===== config.mk =====
export PLATFORM = sky130hd
export DESIGN_NAME = fht_input_loader
export DESIGN_NICKNAME = d
export VERILOG_FILES = /design/src/rtl/fht_input_loader_pkg.sv /design/src/rtl/fht_in_addr_gen.sv /design/src/rtl/fht_input_loader.sv
export SDC_FILE = /design/constraint.sdc
export NUM_CORES = 1
export LEC_CHECK = 0
export CORE_UTILIZATION = 30
export DETAILED_ROUTE_END_ITERATION = 10
export SLEW_MARGIN = 20
export SYNTH_ARGS = -nofsm -noshare
export SYNTH_HDL_FRONTEND = slang
export SYNTH_SLANG_ARGS = --single-unit

===== constraint.sdc =====
create_clock -name iCLK -period 2.3 [get_ports iCLK]
set_input_delay 0.69 -clock iCLK [delete_from_list [all_inputs] [get_ports iCLK]]
set_output_delay 0.69 -clock iCLK [all_outputs]
set_load 0.05 [all_outputs]

===== src/rtl/fht_input_loader_pkg.sv =====
// Shared constants, state encoding and bit-reversal helper for the FHT input loader.
package fht_input_loader_pkg;

    localparam int N_BIT  = 10;
    localparam int A_BIT  = 8;
    localparam int D_BIT  = 16;
    localparam int N_BANK = 4;

    typedef enum logic [2:0] {
        LOAD    = 3'd0,
        FLUSH   = 3'd1,
        START   = 3'd2,
        WAIT_LO = 3'd3,
        WAIT_HI = 3'd4
    } state_e;

    // Reverses the low 'width' bits of v; bits at and above 'width' come back zero.
    function automatic logic [31:0] bit_rev(input logic [31:0] v, input int width);
        logic [31:0] r;
        r = '0;
        for (int i = 0; i < width; i++) begin
            r[i] = v[width-1-i];
        end
        return r;
    endfunction

endpackage


===== src/rtl/fht_in_addr_gen.sv =====
// Maps a natural-order sample index to its bit-reversed bank (one-hot) and bank address.
// Purely combinational; the low two reversed bits select the bank.
module fht_in_addr_gen #(
    parameter int N_BIT = fht_input_loader_pkg::N_BIT,
    parameter int A_BIT = fht_input_loader_pkg::A_BIT
) (
    input  logic [N_BIT-1:0] idx,
    output logic [3:0]       we_onehot,
    output logic [A_BIT-1:0] addr
);
    import fht_input_loader_pkg::*;

    logic [N_BIT-1:0] rev;

    always_comb begin
        rev       = N_BIT'(bit_rev(32'(idx), N_BIT));
        we_onehot = 4'b0001 << rev[1:0];
        addr      = rev[N_BIT-1:2];
    end

endmodule


===== src/rtl/fht_input_loader.sv =====
// Loads one frame of time-ordered samples into four banks in bit-reversed order, then
// starts the FHT and waits for it to finish (rdy low then high) before taking a new frame.
module fht_input_loader #(
    parameter int D_BIT = fht_input_loader_pkg::D_BIT,
    parameter int A_BIT = fht_input_loader_pkg::A_BIT,
    parameter int N_BIT = fht_input_loader_pkg::N_BIT
) (
    input  logic             iCLK,
    input  logic             iRESET,
    input  logic             iVALID,
    input  logic [D_BIT-1:0] iDATA,
    output logic             oREADY,
    input  logic             iFHT_RDY,
    output logic [3:0]       oWE,
    output logic [A_BIT-1:0] oADDR,
    output logic [D_BIT-1:0] oDATA,
    output logic             oSTART,
    output logic             oBUSY
);
    import fht_input_loader_pkg::*;

    state_e           state;
    logic [N_BIT-1:0] idx;
    logic             accept;
    logic             last_sample;
    logic [3:0]       bank_we;
    logic [A_BIT-1:0] bank_addr;

    assign oREADY      = (state == LOAD) && iFHT_RDY;
    assign accept      = iVALID && oREADY;
    assign last_sample = (idx == {N_BIT{1'b1}});
    assign oSTART      = (state == START);
    assign oBUSY       = (state != LOAD);

    fht_in_addr_gen #(
        .N_BIT (N_BIT),
        .A_BIT (A_BIT)
    ) u_addr_gen (
        .idx       (idx),
        .we_onehot (bank_we),
        .addr      (bank_addr)
    );

    always_ff @(posedge iCLK) begin
        if (iRESET) begin
            state <= LOAD;
            idx   <= '0;
            oWE   <= '0;
            oADDR <= '0;
            oDATA <= '0;
        end else begin
            oWE <= accept ? bank_we : 4'b0000;
            // Address and data hold their last value between writes.
            if (accept) begin
                oADDR <= bank_addr;
                oDATA <= iDATA;
                idx   <= idx + 1'b1;
            end
            case (state)
                LOAD:    if (accept && last_sample) state <= FLUSH;
                FLUSH:   state <= START;
                START:   state <= WAIT_LO;
                WAIT_LO: if (!iFHT_RDY) state <= WAIT_HI;
                WAIT_HI: begin
                    if (iFHT_RDY) begin
                        state <= LOAD;
                        idx   <= '0;
                    end
                end
                default: state <= LOAD;
            endcase
        end
    end

endmodule

==> out/qor.yml, run 1 <==
insertion_delay_ps: 290
antenna_found_initial: 0
ys_ff_latch: 41
hold_ws_ps: 453
dpl_cell_area_um2: 2260
grt_pass1_wl_um: 6040
arrival_ps: 1520
syn-num-nets: 209
fin_cells: 316
synth_area_per_cell_um2: 8.46
dp_hpwl_um: 2620
grt_max_degree: 27
die_h_um: 74.8
first_global_vias: 1306
wl_um: 3730
die-area_um2: 5600
max_slew.worst_pin.slew_ps: 512
cts_root_buf: "clkbuf_8"
fp.dieW_um: 74.8
fin_util_pct: 46.4
drive_gt1_share_pct: 10.6
required_ps: 1610
relSlewSlack_pct: 65.8
globalRouteMet1Util_pct: 17.6
run_status: "completed"
power_density_nw_per_um2: 713
max_freq_mhz: 453
ir_drop_mv: 0.251
crit_type: "primary input to output pin"
first_pass_iters: 4
start_kind: "primary input"
synth_enable_flop_cells: 0
cts_resized: 0
place.gp.congestion: 0.820
wire_per_inst_um: 11.8
ys_warn_count: 0
hold_viol: 0
diodes: 0
worst_setup_path_end_kind: "output pin"
min_period_over_period_pct: 96.0
synthTopCellsByCount: "nand2_1, dfxtp_1, a21oi_1"
finish.instance_area_um2: 2370
drc: 0
nets: 266
ios: 51
cts_tree: "yes"
antenna_left: 0
rsz0062_at_grt: "false"
numCtsBuffers: 5
io_buffers: 50
ctsHoldBuffers: 0
crit_fanout: 3
grt.met3_usage_pct: 4.02
p_leak_nw: 0.841
vias: 1446
initial_utilization_pct: 31.1
power_mw: 1.69
dp.cells: 308
fillerInstances: 536
synth_flop_cell: "dfxtp_1"
synth_most_common_cell: "nand2_1"
grt.total_usage_pct: 14.6
via_per_inst: 4.58
setup_violations: 0
rows: 26
r2r_setup_slack_ps: 680
syn_area_um2: 1590
drtIter0Drc: 86
hp-class: "flip-flop to flip-flop"
gr-total-overflow: 0
coreArea_um2: 5110
min_period_ps: 2210
slew_viol_final: 0
cts_setup_buffers: 0
cts_sinks: 41
clk_path_buf_depth: 2
clk_pin_slew_ps: 70
cts_max_level: 2
grt_use_met2_pct: 24.3
yosys.area.top_type: "dfxtp_1"
drv_cap: 0
synth_cells: 188
area_delta_synth_final_pct: 49.2
yosys-top-cells-area: "dfxtp_1, nand2_1, a21oi_1"
synth_top_area_share_pct: 51.6
synthDistinctLibCells: 36
grt_most_used_layer: "met2"
skew_ps: 6.16
synthArstFlopShare_pct: 0
ys_seq_area_share_pct: 51.6
==> layout make-up <==
class                   instances  area, µm²  area share [%]
flip-flops and latches         41        821            34.6
multi-input cells             134        714            30.1
inverters                       2       7.51           0.316
well taps                      70       87.6            3.69
clock inverters                 1       30.0            1.27
clock buffers                   7       86.3            3.64
repair buffers                 61        626            26.4
==> metal layers <==
metal | wire length [µm] | vias to the layer above
li1 | - | 747
met1 | 1710 | 649
met2 | 1760 | 44
met3 | 195 | 6
met4 | 62 | 0
met5 | 0 | -
==> kinds of logic after synthesis <==
family	Yosys count	synth area share, %
muxes	1	0.629
xor gates and xnor gates	4	2.20
buffers and inverters	13	3.78
DFF	41	51.6
adders and majority gates	1	0.787
and+or+nand+nor	90	27.8
AOI/OAI and AO/OA	38	13.2
==> critical path, stage by stage <==
cell and delay, ps:
clkdlybuf4s50_1 500, and2_1 180, buf_12 140
==> placed cells by master (no fill, tap or decap), drive strengths merged, types with 2 or more instances in the layout <==
master         netlist  final
inv                  2      2
clkbuf               7      7
nand2               55     55
nor4b                3      3
nor2                 8      8
nand3b               2      2
o211ai               3      3
a21oi               27     27
dfxtp               41     41
nor4                 2      2
nor3b                2      2
o21ai                3      3
nor3                 2      2
clkdlybuf4s50        0     47
and2                 2      2
nand3                4      4
xor2                 4      4
buf                  4     14
nand2b               2      2
or3                  2      2
==> report_power, final <==
group | leakage [nW] | internal [mW] | switching (mW)
Sequential | 0.333 | 0.738 | 0.0225
Clock | 0.0585 | 0.354 | 0.243
Combinational | 0.450 | 0.139 | 0.195
==> through the flow <==
stage | setup TNS [ps] | worst slack, ps
after CTS | 0 | 86.3
after detailed placement | -7.05 | -5.06
after floorplan | 0 | 465
final | 0 | 93.0
after global placement | 0 | 52.7
after global routing | 0 | 63.4
==> worst paths after layout <==
path,startpoint,endpoint,depth (start not counted)
worst min-delay path,oDATA[15],oDATA[15],2
worst max-delay path,iFHT_RDY,oREADY,3
worst min register to register,oDATA[15],oDATA[15],2
worst max register to register,idx[0],flip-flop,5
(Power assumes the default switching activity.)
==> inputs of run 2 (changes only) <==
--- a/config.mk
+++ b/config.mk
@@ -7,6 +7,7 @@
 export LEC_CHECK = 0
 export CORE_UTILIZATION = 30
 export DETAILED_ROUTE_END_ITERATION = 10
+export REMOVE_ABC_BUFFERS = 1
 export SLEW_MARGIN = 20
 export SYNTH_ARGS = -nofsm -noshare
 export SYNTH_HDL_FRONTEND = slang
==> constraint.sdc (replaced) <==
create_clock -name iCLK -period 2.8 [get_ports iCLK]
set_input_delay 0.84 -clock iCLK [delete_from_list [all_inputs] [get_ports iCLK]]
set_output_delay 0.84 -clock iCLK [all_outputs]
set_load 0.05 [all_outputs]
==> out/qor.yml, run 2 (synthesis gave the netlist of run 1 again) <==
grt.total_usage_pct: 13.2  # -1.4 points
cp_cell_sequence: "nor3_1, inv_1, clkdlybuf4s50_1"
setup_violations: 0  # unchanged
clk_pin_slew_ps: 80  # about the same
wire_per_inst_um: 11.2  # -5.0%
power_mw: 1.37  # -19%
pre_cts_ws_ps: 141  # +146 ps
drtIter0Drc: 67  # -22%
final_cell_mix: "nand2_1, clkdlybuf4s50_1, dfxtp_1, a21oi_1, nor2_1"
coreArea_um2: 5110  # unchanged
skew_ps: 3.59  # -2.57 ps
area_delta_synth_final_pct: 44.9
ir_drop_mv: 0.308  # +23%
layout_commonest_cell: "nand2_1"
wl_um: 3500  # -6.2%
fillerInstances: 527  # -1.7%
min_period_over_period_pct: 94.1
required_ps: 1960  # +350 ps
relSlewSlack_pct: 61.6  # -4.2 points
drc: 0  # unchanged
nets: 262  # -1.5%
crit_slowest_cell: "clkdlybuf4s50_1"
antenna_found_initial: 0  # unchanged
first_pass_iters: 4  # unchanged
die_h_um: 74.8  # unchanged
power_density_nw_per_um2: 592  # -17%
hold_viol: 0  # unchanged
max_freq_mhz: 380
cts_sinks: 41  # unchanged
cts_tree: "yes"
diodes: 0  # unchanged
setup_slack_ps: 166  # +72.5 ps
grt_use_met2_pct: 20.8  # -3.5 points
hp-class: "flip-flop to flip-flop"
globalRouteMet1Util_pct: 16.9  # -0.73 points
worst_setup_path_end_kind: "output pin"
via_per_inst: 4.51  # -1.4%
cts_setup_buffers: 0  # unchanged
critPathMaxStageDelay_ps: 790  # +290 ps
tns_ps: 0  # unchanged
crit_family: "buffers and inverters"
fp.dieW_um: 74.8  # unchanged
numCtsBuffers: 5  # unchanged
grt.met3_usage_pct: 4.28  # +0.27 points
crit_type: "flip-flop to output pin"
crit_fanout: 11  # +8
grt_most_used_layer: "met2"
dp_hpwl_um: 2460  # -5.9%
cp_num_buf_inv: 2  # unchanged
multiInputGateArea_um2: 709  # -0.70%
rows: 26  # unchanged
cts_max_level: 2  # unchanged
antenna_left: 0  # unchanged
grt_max_degree: 21  # -22%
rsz0062_at_grt: "false"
ios: 51  # unchanged
drive_gt1_share_pct: 7.85  # -2.7 points
start_kind: "flip-flop"
die-area_um2: 5600  # unchanged
io_buffers: 50  # unchanged
seq_area_um2: 821  # unchanged
min_period_ps: 2630
place.gp.congestion: 0.720  # -12%
cts_resized: 0  # unchanged
ctsHoldBuffers: 0  # unchanged
max_slew.worst_pin.slew_ps: 574  # +62.8 ps
arrival_ps: 1790  # +270 ps
first_global_vias: 1211  # -7.3%
insertion_delay_ps: 280  # about the same
slew_viol_final: 0  # unchanged
vias: 1408  # -2.6%
initial_utilization_pct: 31.1  # unchanged
run_status: "completed"
gr-total-overflow: 0  # unchanged
drv_cap: 0  # unchanged
p_leak_nw: 0.800  # -4.9%
cts_root_buf: "clkbuf_8"
clk_path_buf_depth: 2  # unchanged
grt_pass1_wl_um: 5510  # -8.8%
==> run 2: routing by layer <==
layer,wire (µm),vias up
li1,-,741
met1,1770,637
met2,1580,26
met3,123,4
met4,31,0
met5,0,-
==> run 2: worst paths after layout <==
| path | from | to | slack, ps | cells past startpoint |
|---|---|---|---|---|
| max | state[2] | oBUSY | 170 | 3 |
| min | oDATA[1] | oDATA[1] | 450 | 2 |
| max reg2reg | idx[0] | flip-flop | 1130 | 5 |
| min reg2reg | oDATA[1] | oDATA[1] | 450 | 2 |
==> run 2: final cells by class <==
class	instances	area share, %
clock buffer	7	3.75
clock inverter	1	1.30
inverter	2	0.326
multi-input combinational	134	30.8
sequential	41	35.6
tap	70	3.80
timing repair buffer	57	24.4
==> run 2: worst reg2reg max path, delay by kind of cell, from the launching register on <==
kind / cells / cell delay (ps)
flip-flops: 1 / 400
AO/OA/AOI/OAI: 1 / 160
AND/OR/NAND/NOR: 3 / 840
adder cells (fa/ha/maj): 1 / 190
==> run 2: report_power, final <==
part           internal [mW]  switching [mW]  leakage (nW)
sequential             0.606          0.0183         0.333
clock                  0.291           0.191        0.0585
combinational          0.103           0.157         0.408
==> run 2: stage by stage <==
stage          hold slack [ps]  std cells  util (%)  area, µm²
5_1_grt                    474        312      45.1       2300
6_report                   452        312      45.1       2300
3_5_place_dp               444        304      42.8       2190
3_3_place_gp               442        304      42.8       2190
2_1_floorplan              452        177         -       1540
4_1_cts                    455        312      45.1       2300
==> inputs of run 3 (changes only) <==
--- a/config.mk
+++ b/config.mk
@@ -5,6 +5,7 @@
 export SDC_FILE = /design/constraint.sdc
 export NUM_CORES = 1
 export LEC_CHECK = 0
+export CORE_MARGIN = 2
 export CORE_UTILIZATION = 30
 export DETAILED_ROUTE_END_ITERATION = 10
 export REMOVE_ABC_BUFFERS = 1
==> constraint.sdc (replaced) <==
create_clock -name iCLK -period 3.2 [get_ports iCLK]
set_input_delay 0.96 -clock iCLK [delete_from_list [all_inputs] [get_ports iCLK]]
set_output_delay 0.96 -clock iCLK [all_outputs]
set_load 0.05 [all_outputs]
==> out/qor.yml, run 3 (synthesis gave the netlist of run 1 again) <==
layout_commonest_cell: "nand2_1"
fp.dieW_um: 76.8  # +2.7%
finish.instance_area_um2: 2250  # -2.6%
wire_per_inst_um: 11.2  # -0.53%
hold_viol: 0  # unchanged
clk_path_buf_depth: 2  # unchanged
gr-total-overflow: 0  # unchanged
cts_sinks: 41  # unchanged
r2r_setup_slack_ps: 1540  # +410 ps
io_buffers: 50  # unchanged
grt_pass1_wl_um: 6040  # +9.6%
area_delta_synth_final_pct: 41.2
clk_pin_slew_ps: 70  # about the same
cts_setup_buffers: 0  # unchanged
crit_fanout: 5  # -6
clkPwrFrac_pct: 29.1  # -6.1 points
final_cell_mix: "nand2_1, clkdlybuf4s50_1, dfxtp_1, a21oi_1, nor2_1"
rsz0062_at_grt: "false"
holdPathEnd: "oDATA[1]"
hp-class: "flip-flop to flip-flop"
place.gp.congestion: 0.690  # -4.2%
tns_ps: 0  # unchanged
slew_viol_final: 0  # unchanged
drv_cap: 0  # unchanged
coreArea_um2: 5110  # unchanged
run_status: "completed"
ff2ff_path_depth: 5  # unchanged
power_density_nw_per_um2: 482  # -19%
first_pass_iters: 4  # unchanged
vias: 1411  # +0.21%
p_switching_mw: 0.312  # -15%
combPwrFrac_pct: 20.5  # +1.5 points
internal-power_mw: 0.772  # -23%
min_period_over_period_pct: 87.0
arrival_ps: 1820  # +30 ps
initial_utilization_pct: 31.1  # unchanged
cts_root_buf: "clkbuf_8"
crit_type: "primary input to output pin"
fin_cells: 309  # -0.96%
numCtsBuffers: 5  # unchanged
first_global_vias: 1306  # +7.8%
relSlewSlack_pct: 57.7  # -3.9 points
ir_drop_mv: 0.231  # -25%
power.share.sequential_pct: 50.4  # +4.7 points
regToRegStartpoint: "idx[0]"
ctsHoldBuffers: 0  # unchanged
min_period_ps: 2780
cts_max_level: 2  # unchanged
max_slew.worst_pin.slew_ps: 632  # +57.9 ps
drtIter0Drc: 45  # -33%
cts_tree: "yes"
antenna_found_initial: 0  # unchanged
max_freq_mhz: 359
hold_start: "oDATA[1]"
grt_max_degree: 27  # +29%
p_leak_nw: 0.765  # -4.3%
via_per_inst: 4.57  # +1.2%
diodes: 0  # unchanged
wl_um: 3450  # -1.5%
ios: 51  # unchanged
swShare_pct: 28.8  # +2.0 points
dp_hpwl_um: 2360  # -4.0%
skew_ps: 3.13  # -0.463 ps
required_ps: 2240  # +280 ps
start_kind: "primary input"
drive_gt1_share_pct: 5.86  # -2.0 points
antenna_left: 0  # unchanged
whs_path_depth: 2  # unchanged
setup_violations: 0  # unchanged
die-area_um2: 5900  # +5.4%
hold_ws_ps: 453  # +0.598 ps
nets: 259  # -1.1%
grt.total_usage_pct: 12.6  # -0.60 points
rows: 26  # unchanged
dp.cells: 301  # -0.99%
worst_setup_path_end_kind: "output pin"
cts_resized: 0  # unchanged
dpl_cell_area_um2: 2170  # -1.0%
insertion_delay_ps: 280  # about the same
die_h_um: 76.8  # +2.7%
drc: 0  # unchanged
-- run 3: worst max-delay path by stage --
stage / start / endpoint / slack [ps] / depth (start not counted)
after global placement: iFHT_RDY / oREADY / 410 / 3
after global routing: state[0] / oBUSY / 340 / 3
after floorplan: state[1] / oSTART / 620 / 1
after detailed placement: iFHT_RDY / oREADY / 410 / 3
final: iFHT_RDY / oREADY / 420 / 3
after CTS: iFHT_RDY / oREADY / 410 / 3
-- run 3: layer usage --
metal  global-route usage [%]  part of all wire (%)  wire [µm]
met5                        0                     0          0
met4                     4.91                   1.6         54
met3                     3.76                   5.5        191
met2                     20.3                    47       1610
met1                     15.9                    46       1600
-- run 3: critical path, cell delays in order --
cell,delay [ps]
clkdlybuf4s50_1,530
and2_1,190
buf_12,140
-- run 3: through the flow --
step / utilization (%) / setup slack (ps) / power [mW]
floorplan: - / 625 / 0.685
global placement: 42.4 / 415 / 0.782
detailed placement: 42.4 / 412 / 0.783
CTS: 44.0 / 412 / 1.10
global route: 44.0 / 337 / 1.15
finish: 44.0 / 416 / 1.08
-- run 3: area by class of cell --
type / count / area (µm²)
Fill cell: 557 / 2860
Sequential cell: 41 / 821
Multi-Input combinational cell: 134 / 709
Timing Repair Buffer: 54 / 541
Tap cell: 70 / 87.6
Clock buffer: 8 / 80.1
Inverter: 2 / 7.51
-- run 3: power groups by stage --
| stage | clock network [mW] | registers (mW) | logic [mW] |
|---|---|---|---|
| 2_1_floorplan | 0 | 0.607 | 0.0777 |
| 3_3_place_gp | 0 | 0.558 | 0.224 |
| 3_5_place_dp | 0 | 0.558 | 0.225 |
| 4_1_cts | 0.327 | 0.547 | 0.226 |
| 5_1_grt | 0.362 | 0.551 | 0.240 |
| 6_report | 0.315 | 0.546 | 0.222 |
